`src/rtl/regfile_dump_unit_pkg.sv`:
```
// regfile_dump_unit_pkg: state encoding and register count shared by the debug blocks
package regfile_dump_unit_pkg;
  localparam logic [1:0] IDLE   = 2'd0;
  localparam logic [1:0] FETCH  = 2'd1;
  localparam logic [1:0] SEND   = 2'd2;
  localparam logic [1:0] FINISH = 2'd3;
  localparam int M_DEFAULT = 5;
  localparam int REG_COUNT = 1 << M_DEFAULT;
  function automatic int regCount(input int m);
    return 1 << m;
  endfunction
endpackage

```
`src/rtl/regfile_dump_unit.sv`:
```
// regfile_dump_unit: walks the register file and streams {index, value} pairs over valid/ready
module regfile_dump_unit
  import regfile_dump_unit_pkg::*;
#(
  parameter int n = 32,
  parameter int m = 5
) (
  input  logic         clock,
  input  logic         reset,
  input  logic         start,
  input  logic         abort,
  output logic [m-1:0] rf_read_addr,
  input  logic [n-1:0] rf_read_data,
  output logic         dump_valid,
  input  logic         dump_ready,
  output logic [n-1:0] dump_data,
  output logic [m-1:0] dump_index,
  output logic         dump_last,
  output logic         busy,
  output logic         done
);
  localparam int LAST = regCount(m) - 1;
  logic [1:0]   state;
  logic [m-1:0] idx;
  assign rf_read_addr = idx;
  assign busy = state != IDLE;
  // FSM, index counter and output holding register; abort outranks every handshake
  always_ff @(posedge clock) begin
    if (reset) begin
      state      <= IDLE;
      idx        <= '0;
      dump_valid <= 1'b0;
      dump_data  <= '0;
      dump_index <= '0;
      dump_last  <= 1'b0;
      done       <= 1'b0;
    end else begin
      done <= 1'b0;
      if (abort && state != IDLE) begin
        state      <= IDLE;
        idx        <= '0;
        dump_valid <= 1'b0;
      end else begin
        case (state)
          IDLE: if (start && !abort) begin
            idx   <= '0;
            state <= FETCH;
          end
          FETCH: begin
            dump_data  <= rf_read_data;
            dump_index <= idx;
            dump_last  <= idx == LAST[m-1:0];
            dump_valid <= 1'b1;
            state      <= SEND;
          end
          SEND: if (dump_ready) begin
            dump_valid <= 1'b0;
            if (dump_last) begin
              state <= FINISH;
              done  <= 1'b1;
            end else begin
              idx   <= idx + 1'b1;
              state <= FETCH;
            end
          end
          FINISH: state <= IDLE;
        endcase
      end
    end
  end
endmodule

```
`config.mk`:
```
export PLATFORM = sky130hd
export DESIGN_NAME = regfile_dump_unit
export DESIGN_NICKNAME = d
export VERILOG_FILES = /design/src/rtl/regfile_dump_unit_pkg.sv /design/src/rtl/regfile_dump_unit.sv
export SDC_FILE = /design/constraint.sdc
export NUM_CORES = 1
export LEC_CHECK = 0
export CAP_MARGIN = 20
export CORE_ASPECT_RATIO = 0.6
export CORE_MARGIN = 2
export CORE_UTILIZATION = 40
export CTS_CLUSTER_SIZE = 28
export DETAILED_ROUTE_END_ITERATION = 8
export PLACE_DENSITY = 0.78
export RECOVER_POWER = 100
export SYNTH_ARGS = -nofsm -noshare
export SYNTH_HDL_FRONTEND = slang
export SYNTH_SLANG_ARGS = --single-unit
```
`constraint.sdc`:
```
create_clock -name clock -period 1.5 [get_ports clock]
set_input_delay 0.3 -clock clock [delete_from_list [all_inputs] [get_ports clock]]
set_output_delay 0.3 -clock clock [all_outputs]
set_load 0.02 [all_outputs]
```
Word level (Yosys, flattened, before mapping)
Index checks and enable logic that the tools add are counted.
{"block": "classes", "n_div": 0, "shift": 0, "eq_ne": 7, "bitwise_logic": 3, "muxes": 11, "addsub": 1, "reduce_logical": 13, "mul": 0, "n_lt_le_gt_ge": 0}
{"operator": "$mux 5", "n": 3}
{"operator": "$pmux 5 s2", "n": 1}
{"operator": "$pmux 2 s4", "n": 1}
{"operator": "$mux 2", "n": 3}
{"operator": "$ne 2x2->1 const B", "n": 3}
{"operator": "$reduce_and 2->1", "n": 3}
{"operator": "$reduce_bool 2->1", "n": 3}
{"operator": "$add 5x1->5 const B", "n": 1}
{"operator": "$eq 5x5->1 const B", "n": 1}
{"operator": "$eq 2x2->1 const B", "n": 2}
{"operator": "$reduce_and 4->1", "n": 1}
{"operator": "$reduce_or 4->1", "n": 1}
{"operator": "$not 1->1", "n": 3}
{"operator": "$eq 2x1->1 const B", "n": 1}
{"operator": "$logic_and 1x1->1", "n": 2}
{"operator": "$logic_not 2->1", "n": 1}
{"operator": "$mux 1", "n": 2}
{"operator": "$pmux 1 s2", "n": 1}
{"operator": "$reduce_or 2->1", "n": 1}
{"operator": "$logic_not 1->1", "n": 1}
{"block": "totals", "mem_bits_rw": 0, "out_inout_bits": 46, "n_memories": 0, "in_bits": 37, "latchBits": 0, "mem_bits_ro": 0, "ff_bits": 47, "elab_cells": 42}

Logic depth before layout (Yosys ltp)
{"block": "depth", "ltp_word": 4, "mapped_depth": 6, "ltp_nobuf": 5}

Least setup slack after synthesis
OpenSTA, ideal clock, no wires.
{"block": "synth_path", "kind": "register to register", "start": "reg idx[0], in the netlist rf_read_addr[0]", "end": "reg idx[4], in the netlist rf_read_addr[4]", "n_path_buf": 0, "t_arrival_ns": 1.273, "setup_ns": 0.070, "synth_period_minus_slack_ns": 1.343, "required_ns": 1.430, "path_stages_with_launch": 6, "path_slack_ns": 0.157, "path_cell_list": "dfxtp_1 > ha_1 > and3_1 > ha_1 > nand4b_1 > a21oi_1"}
{"block": "synth_via", "elab_chain_len": 4}
{"item": "start, declared", "line": "regfile_dump_unit.sv:24", "text": "logic [m-1:0] idx;"}
{"item": "start signal, assigned", "line": "regfile_dump_unit.sv:62", "text": "idx <= idx + 1'b1;"}
{"item": "$add 5x1->5", "line": "regfile_dump_unit.sv:62"}
{"item": "$mux 5", "line": "regfile_dump_unit.sv:58", "text": "if (dump_last) begin"}
{"item": "$mux 5", "line": "regfile_dump_unit.sv:56", "text": "SEND: if (dump_ready) begin"}
{"item": "$pmux 5 s2", "line": "regfile_dump_unit.sv:44", "text": "case (state)"}
No other way between the ends. The select of a mux whose other input is x is not followed.
A chain may end at the register's enable or synchronous reset.

Worst setup path after layout
{"block": "layout_path", "start": "in dump_ready", "end": "reg idx[2], in the netlist rf_read_addr[2]"}
{"block": "layout_via", "elab_chain_len": 2}
{"item": "start, declared", "line": "regfile_dump_unit.sv:15", "text": "input logic dump_ready,"}
{"item": "$ne 2x2->1 (no source line)"}
{"item": "$reduce_and 4->1 (no source line)"}
No other way between the ends.

==> results_dict.tcl <==
set metrics [dict create \
    status "completed" \
    timing.hold.ws_ns 0.453 \
    routed_wl_mm 4.67 \
    grt_pass1_wl_mm 7.63 \
    cts_tree "yes" \
    grt_overflow 0 \
    path_max_fanout 4 \
    grt_pass1_vias 1573 \
    port_buffers 82 \
    vias 1738 \
    worstPathArrival_ns 1.59 \
    cts_setup_buffers 0 \
    drive_above_1_share 0.0915 \
    cp-end-kind "flip-flop" \
    placed_cell_area_sq_mm 0.00272 \
    dieArea_sq_mm 0.00505 \
    synthCells 216 \
    worst_pin_slew_ns 0.303 \
    clk_latency_ns 0.29 \
    clock_sinks 47 \
    wl_per_cell_um 12.8 \
    start_util 0.425 \
    fmax_mhz 724 \
    cts.repair.resized 47 \
    total_power_mw 2.48 \
    antenna_found_initial 0 \
    slew_viol_final 0 \
    synth_area_leaders "dfxtp_1 (53%), nand2_1 (16%), a21oi_1 (12%)" \
    maxCapViolCount 0 \
    fin_nets 344 \
    dp_hpwl_mm 3.49 \
    area_growth_pct 55.0 \
    synth_top_area_frac 0.525 \
    worst_ep_required_time_ns 1.71 \
    place_congestion 0.871 \
    grt_util_all_layers 0.186 \
    numCtsBuffers 5 \
    clk_path_buf_depth 2 \
    viasPerCell 4.75 \
    drt_first_pass_iters 4 \
    syn_area_sq_mm 0.00179 \
    num_antenna_cells 0 \
    synth-seq-cells 47 \
    setup_viol 0 \
    die_y_um 55.8 \
    cts-hold-fix-buffers 0 \
    period_needed_ns 1.38 \
    io_pins 83 \
    root_buffer "clkbuf_8" \
    min_path_type "reg -> reg" \
    grt_max_degree 28 \
    clock-skew-final_ns 0.00673 \
    rsz0062_at_grt "false" \
    leakage_nw 1.20 \
    ys_types 28 \
    syn_nets 255 \
    seq_area_frac_synth 0.525 \
    path_clk_slew_ns 0.08 \
    ys_warn_count 0 \
    die_w_um 90.4 \
    core_area_sq_mm 0.00421 \
    htreeDepth 2 \
    drt_iter0_markers 35 \
    synth_top_area_cell "dfxtp_1" \
    postSynthAreaPerCell_sq_um 8.29 \
    finalCritPeriodShare 0.921 \
    postLayoutCellArea_sq_mm 0.00278 \
    path_class "in -> reg" \
    max-vdd-ir-drop_mv 0.591 \
    fp-row-count 18 \
    p_per_area_mw_per_mm2 892 \
    startpoint_type "primary input" \
    slew_headroom 0.793 \
    hold_violations 0 \
    drc_errors 0 \
    drtAntennaViolNets 0 \
    tns_ns 0 \
]
==> per-layer routing <==
metal | vias to the layer above | global-route usage | part of all wire
met1 | 775 | 0.273 | 0.51
met3 | 5 | 0.0664 | 0.078
li1 | 892 | - | -
met5 | - | 0 | 0
met4 | 0 | 0.0396 | 0.0058
met2 | 66 | 0.262 | 0.40
==> worst max-delay path, stage by stage <==
cell and delay, ns:
dlygate4sd3_1 0.66, and4bb_2 0.32, a21oi_1 0.09, a311oi_2 0.22
==> layout make-up <==
type,count,area [sq um]
clock buffers,6,82.6
clock inverters,2,35.0
inverters,1,3.75
repair buffers,96,862
multi-input cells,154,776
well taps,60,75.1
flip-flops and latches,47,942
fillers,387,1440
==> registers in the layout, summed over array words and instances, names as in the netlist <==
signal        count
dump_data        32
dump_index        5
rf_read_addr      5
state             2
done              1
dump_last         1
dump_valid        1
==> logic make-up after synthesis <==
kind of cell	count (synthesis)	synth area share
adders and majority gates	2	0.0140
AOI/OAI and AO/OA	49	0.147
buffers and inverters	15	0.0454
and+or+nand+nor	103	0.269
DFF	47	0.525
==> report_power, final <==
group,switching (mW),internal (mW)
Clock,0.390,0.539
Sequential,0.0123,1.27
Combinational,0.124,0.142
Total,0.526,1.95
==> path summary, 6_finish.rpt <==
kind	startpoint	to	slack (ns)	depth (start not counted)
min reg2reg	dump_index[4]$_SDFFE_PP0P_	dump_index[4]$_SDFFE_PP0P_	0.45	2
min	dump_index[4]$_SDFFE_PP0P_	dump_index[4]$_SDFFE_PP0P_	0.45	2
max	dump_ready	rf_read_addr[2]$_SDFFE_PP0P_	0.12	4
max reg2reg	rf_read_addr[0]$_SDFFE_PP0P_	rf_read_addr[4]$_SDFFE_PP0P_	0.14	5
==> synthesized netlist by cell type (all sizes together) <==
master   instances
a31oi            1
or4b             1
nand2           78
or3              1
ha               2
o21ai            1
or2              1
nor3b            1
nor2b            2
nand3            7
a311oi           1
a2111oi          1
buf              9
inv              1
nand4b           2
a21oi           44
nor3             1
or3b             1
nand2b           4
nor2             1
clkbuf           5
and3             1
a21o             1
dfxtp           47
and4bb           1
nand4bb          1
==> cell usage in the layout, fill, tap and decap left out, types with 2 or more instances in the layout <==
| cell | n |
|---|---|
| a21oi_1 | 44 |
| buf_4 | 13 |
| clkbuf_8 | 6 |
| clkdlybuf4s50_1 | 35 |
| dfxtp_1 | 46 |
| dlygate4sd2_1 | 45 |
| ha_1 | 2 |
| nand2_1 | 78 |
| nand2b_1 | 4 |
| nand3_1 | 7 |
| nand4b_1 | 2 |
| nor2b_1 | 2 |
==> metrics by stage <==
stage                     worst slack, ns  instances   util
after CTS                          0.0183        366  0.661
after floorplan                     0.157        216      -
after global placement             -0.136        358  0.646
final                               0.119        366  0.659
after global routing               0.0417        366  0.659
after detailed placement           -0.180        358  0.646
Note: power is estimated with default switching activity, not from simulation.
